[src/rtl/debounce_events_pkg.sv]
// Shared constants for the debounce_events block: FSM state encodings and
// the hold-off value substituted when the programmed wait is zero.
package debounce_events_pkg;

  localparam logic ST_IDLE = 1'b0;
  localparam logic ST_WAIT = 1'b1;

  localparam int unsigned WAIT_MIN = 1;

endpackage

[src/rtl/bit_sync2.sv]
// Two-flop synchroniser for W asynchronous bits, reset to a programmable value.
module bit_sync2 #(
  parameter int         W     = 1,
  parameter logic [W-1:0] INITV = '0
) (
  input  logic         i_clk,
  input  logic         i_reset_n,
  input  logic [W-1:0] i_d,
  output logic [W-1:0] o_q
);

  logic [W-1:0] meta_q, meta_d;
  logic [W-1:0] sync_q, sync_d;

  always_comb begin
    meta_d = i_d;
    sync_d = meta_q;
  end

  always_ff @(posedge i_clk or negedge i_reset_n) begin
    if (!i_reset_n) begin
      meta_q <= INITV;
      sync_q <= INITV;
    end else begin
      meta_q <= meta_d;
      sync_q <= sync_d;
    end
  end

  assign o_q = sync_q;

endmodule

[src/rtl/debounce_events.sv]
// Multi-channel debouncer with one shared hold-off timer, per-channel
// press/release strobes and a sticky write-1-to-clear event register.
module debounce_events
  import debounce_events_pkg::*;
#(
  parameter int           NIN        = 21,
  parameter int           LGWAIT     = 17,
  parameter bit           ACTIVE_LOW = 1'b0,
  parameter logic [NIN-1:0] INITV    = '0
) (
  input  logic              i_clk,
  input  logic              i_reset_n,
  input  logic [NIN-1:0]    i_in,
  input  logic [LGWAIT-1:0] i_wait,
  input  logic [NIN-1:0]    i_clear,
  output logic [NIN-1:0]    o_debounced,
  output logic [NIN-1:0]    o_rise,
  output logic [NIN-1:0]    o_fall,
  output logic [NIN-1:0]    o_events,
  output logic              o_int,
  output logic              o_busy
);

  logic [NIN-1:0]    x;
  logic [NIN-1:0]    s;
  logic              state_q, state_d;
  logic [LGWAIT-1:0] timer_q, timer_d;
  logic [NIN-1:0]    deb_q, deb_d;
  logic [NIN-1:0]    rise_q, rise_d;
  logic [NIN-1:0]    fall_q, fall_d;
  logic [NIN-1:0]    events_q, events_d;
  logic              int_q, int_d;

  assign x = ACTIVE_LOW ? ~i_in : i_in;

  bit_sync2 #(
    .W     (NIN),
    .INITV (INITV)
  ) u_sync (
    .i_clk     (i_clk),
    .i_reset_n (i_reset_n),
    .i_d       (x),
    .o_q       (s)
  );

  always_comb begin
    state_d = state_q;
    timer_d = timer_q;
    deb_d   = deb_q;
    rise_d  = '0;
    fall_d  = '0;
    if (state_q == ST_IDLE) begin
      if (s != deb_q) begin
        deb_d   = s;
        rise_d  = s & ~deb_q;
        fall_d  = ~s & deb_q;
        timer_d = (i_wait == '0) ? LGWAIT'(WAIT_MIN) : i_wait;
        state_d = ST_WAIT;
      end
    end else begin
      // Guarding with <= keeps the count from wrapping even if the timer were ever 0 here.
      if (timer_q <= LGWAIT'(1)) begin
        timer_d = '0;
        state_d = ST_IDLE;
      end else begin
        timer_d = timer_q - LGWAIT'(1);
      end
    end
    // Both the commit-cycle strobes and the visible strobes set, so a clear never beats a new edge.
    events_d = (events_q & ~i_clear) | rise_q | fall_q | rise_d | fall_d;
    int_d    = |events_d;
  end

  always_ff @(posedge i_clk or negedge i_reset_n) begin
    if (!i_reset_n) begin
      state_q  <= ST_IDLE;
      timer_q  <= '0;
      deb_q    <= INITV;
      rise_q   <= '0;
      fall_q   <= '0;
      events_q <= '0;
      int_q    <= 1'b0;
    end else begin
      state_q  <= state_d;
      timer_q  <= timer_d;
      deb_q    <= deb_d;
      rise_q   <= rise_d;
      fall_q   <= fall_d;
      events_q <= events_d;
      int_q    <= int_d;
    end
  end

  assign o_debounced = deb_q;
  assign o_rise      = rise_q;
  assign o_fall      = fall_q;
  assign o_events    = events_q;
  assign o_int       = int_q;
  assign o_busy      = (state_q == ST_WAIT);

endmodule

[config.mk]
export PLATFORM = sky130hd
export DESIGN_NAME = debounce_events
export DESIGN_NICKNAME = d
export VERILOG_FILES = /design/src/rtl/debounce_events_pkg.sv /design/src/rtl/bit_sync2.sv /design/src/rtl/debounce_events.sv
export SDC_FILE = /design/constraint.sdc
export NUM_CORES = 1
export LEC_CHECK = 0
export BUFFER_PORTS_ARGS = -buffer_cell sky130_fd_sc_hd__buf_2
export CAP_MARGIN = 20
export CORE_UTILIZATION = 25
export CTS_CLUSTER_DIAMETER = 30
export DETAILED_ROUTE_END_ITERATION = 8
export PLACE_DENSITY_LB_ADDON = 0.1
export RECOVER_POWER = 100
export REMOVE_ABC_BUFFERS = 1
export SLEW_MARGIN = 20
export SYNTH_ARGS = -nofsm -noshare
export SYNTH_HDL_FRONTEND = slang
export SYNTH_SLANG_ARGS = --single-unit
[constraint.sdc]
create_clock -name i_clk -period 4.62 [get_ports i_clk]
set_input_delay 0.924 -clock i_clk [delete_from_list [all_inputs] [get_ports i_clk]]
set_output_delay 0.924 -clock i_clk [all_outputs]
set_load 0.01 [all_outputs]
==> impl_metrics.json <==
{
  "violations": "capacitance limit, slew limit",
  "wirelength_um": 17010,
  "grt_antenna_before_repair": 0,
  "vias_after_detailed_routing": 4517,
  "clock_path_buffers": 2,
  "critPathLaunchType": "input port",
  "finalNetCount": 802,
  "rsz0062_at_grt": "false",
  "power.density_cell_area_nw_per_um2": 408.2,
  "yosysSeqAreaShare": 0.5893,
  "wire_length_per_cell_after_detailed_routing_um": 16.49,
  "coreArea_um2": 24250,
  "synth_register_bits": 145,
  "filler_cell_count": 2568,
  "die_area_um2": 25260,
  "status": "complete, but fails checks",
  "gp_congestion": 0.7638,
  "tritoncts_clock_tree": "yes",
  "hold_path_class": "flop to flop",
  "met2RoutedLength_um": 8059,
  "synth-edff-count": 0,
  "numPortBuffers": 146,
  "syn-cell-area_um2": 6157,
  "grt_overflow_total": 0,
  "clock_tree.root_cell": "clkbuf_16",
  "setup-tns-final_ps": 0,
  "post-layout-total-power_uw": 3137,
  "synth-async-reset-ratio": 1.000,
  "chipHeight_um": 158.9,
  "critical-path-max-stage-delay_ps": 1650,
  "cts_max_level": 4,
  "criticalPathCategory": "input port to asynchronous set/reset pin",
  "postCtsResizedCells": 0,
  "grt_util_all_layers": 0.1417,
  "design.portCount": 147,
  "ff_latch_area_um2": 3628,
  "max_slew.worst_pin.slew_ps": 2439,
  "wl_met3_um": 762,
  "skew_ps": 10.13,
  "data_required_time_at_the_worst_endpoint_ps": 4980,
  "dr.pass1.iters": 6,
  "clock_insertion_delay_worst_skew_ps": 420,
  "syn_inst": 546,
  "number_of_placement_rows": 57,
  "chip_width_um": 158.9,
  "relSlewSlack": -0.6263,
  "synthesis.yosys.warnings": 0,
  "via_count_of_the_first_global_routing_pass": 4705,
  "antennaDiodeCount": 0,
  "leakagePower_uw": 0.003724,
  "cp.buffers_inverters": 2,
  "critical_path.cell_chain": "clkbuf_2 > clkbuf_1",
  "postSynthAreaPerCell_um2": 11.28,
  "number_of_max_cap_violations": 1,
  "detailed_place_hpwl_um": 12530,
  "m1WireLength_um": 7964,
  "setup-violations-final": 0,
  "post_drt_via_cell_ratio": 4.377,
  "synth_top_flop_cell": "dfrtp_1",
  "clock-sinks": 145,
  "wire_length_of_the_first_global_routing_pass_um": 27100,
  "worst_path_max_delay_cell": "clkbuf_2",
  "area_growth_pct": 24.81,
  "detail_route.iter0.violations": 160,
  "grt_start_max_net_pins": 95,
  "synthDistinctLibCells": 47,
  "cts.hold.buffers_added": 0,
  "drv_slew": 95,
  "top_signal_layer_used": "met4",
  "layout_worst_path_cycle_share": 0.6981,
  "multi_input_area_um2": 2183,
  "numCtsBuffers": 17,
  "critical_path.endpoint_type": "asynchronous set/reset pin",
  "clk_transition_reported_paths_ps": 60,
  "drive_above_1_share": 0.1328,
  "cts_setup_buffers": 0,
  "crit_arrival_ps": 3580,
  "crit_family": "buffers and inverters",
  "crit_fanout": 94,
  "period_needed_ps": 3225,
  "route.antenna.remaining_nets": 0,
  "drc": 0,
  "final_hold_viol_count": 0,
  "max_clock_freq_mhz": 310.1,
  "initial_core_util": 0.2539,
  "vdd_ir_drop_max_mv": 0.1277
}
==> cell families (layout without fill, tap and decap cells) <==
logic type | after synthesis | after routing | share of synthesized area
multiplexers | 10 | 10 | 0.01646
buffers and inverters | 86 | 248 | 0.05426
AO/OA/AOI/OAI | 111 | 111 | 0.1169
adder cells (fa/ha/maj) | 44 | 44 | 0.08941
AND/OR/NAND/NOR | 148 | 148 | 0.1309
XOR/XNOR | 2 | 2 | 0.002845
flip-flops | 145 | 145 | 0.5893
==> power breakdown <==
group,internal [uW],leakage (uW),switching [uW]
clock network,837,0.000281,528
registers,1360,0.00184,98.4
logic,134,0.00161,182
total,2330,0.00372,808
==> registers in the layout, indices dropped and copies added (netlist names) <==
register,cells
o_debounced,21
o_events,21
o_fall,21
o_rise,21
u_sync.meta_q,21
u_sync.o_q,21
timer_q,17
o_busy,1
o_int,1
==> layer usage <==
layer  vias up  global-route usage
li1       2165                   -
met2       112              0.2227
met3        15             0.03673
met4         0             0.05201
met1      2225              0.1880
met5         -                   0
==> final cells by class <==
type                    count  area share
multi-input cells         315      0.2841
inverters                  68     0.03321
repair buffers            150     0.08320
flip-flops and latches    145      0.4722
clock buffers              18     0.05585
clock inverters            12     0.01872
well taps                 324     0.05275
==> synth_stat cells (2+ instances only) <==
cell,number,area share
dfrtp_1,145,0.59
inv_1,68,0.041
ha_1,44,0.089
o21ai_0,44,0.036
and2_1,40,0.041
nand2_1,30,0.018
nor2_1,28,0.017
a211oi_1,21,0.026
clkbuf_1,16,0.0098
nand4_1,13,0.013
a21oi_1,10,0.0081
nor4_1,10,0.010
mux2i_1,9,0.015
o22ai_1,8,0.0081
nand3_1,7,0.0057
nor3_1,7,0.0057
o21a_1,4,0.0049
a311oi_1,3,0.0043
o31ai_1,3,0.0037
a211o_1,2,0.0028
a221o_1,2,0.0033
and4_1,2,0.0028
nor2b_1,2,0.0020
nor4_4,2,0.0069
o2bb2ai_1,2,0.0028
or2_2,2,0.0020
xnor2_1,2,0.0028
==> worst paths after layout <==
check,cells past startpoint,to,start,slack (ps)
max,2,o_fall[2],i_reset_n,1390
min,0,u_sync.o_q[11],u_sync.meta_q[11],350
max reg2reg,5,timer_q[8],timer_q[11],1490
min reg2reg,0,u_sync.o_q[11],u_sync.meta_q[11],350
max in group i_clk,5,timer_q[8],timer_q[11],1490
min in group asynchronous,1,o_rise[7],i_reset_n,1210
==> through the flow <==
stage,setup slack (ps),utilization,cells,hold WS (ps),instance area (um^2)
floorplan,618.1,-,528,331.2,6078
global placement,1713,0.2995,1002,334.7,7262
detailed placement,1681,0.2995,1002,335.5,7262
CTS,1645,0.3231,1032,350.0,7835
global route,735.4,0.3169,1032,353.5,7685
finish,1395,0.3169,1032,348.1,7685
==> cell usage in the layout, fill, tap and decap left out, types with 3 or more instances in the layout <==
cell type | netlist | final
dfrtp_1 | 145 | 145
clkbuf_1 | 16 | 92
inv_1 | 68 | 68
buf_2 | 0 | 56
o21ai_0 | 44 | 45
ha_1 | 44 | 44
nand2_1 | 30 | 30
nor2_1 | 28 | 28
and2_0 | 0 | 23
a211oi_1 | 21 | 21
and2_1 | 40 | 17
clkbuf_16 | 0 | 17
nand4_1 | 13 | 13
nor4_1 | 10 | 11
a21oi_1 | 10 | 9
mux2i_1 | 9 | 9
o22ai_1 | 8 | 8
nand3_1 | 7 | 7
nor3_1 | 7 | 7
clkinv_2 | 0 | 6
o21a_1 | 4 | 4
o31ai_1 | 3 | 3
a311oi_1 | 3 | 3
bufinv_16 | 0 | 3
No activity file was read; power rests on OpenSTA's default activity.
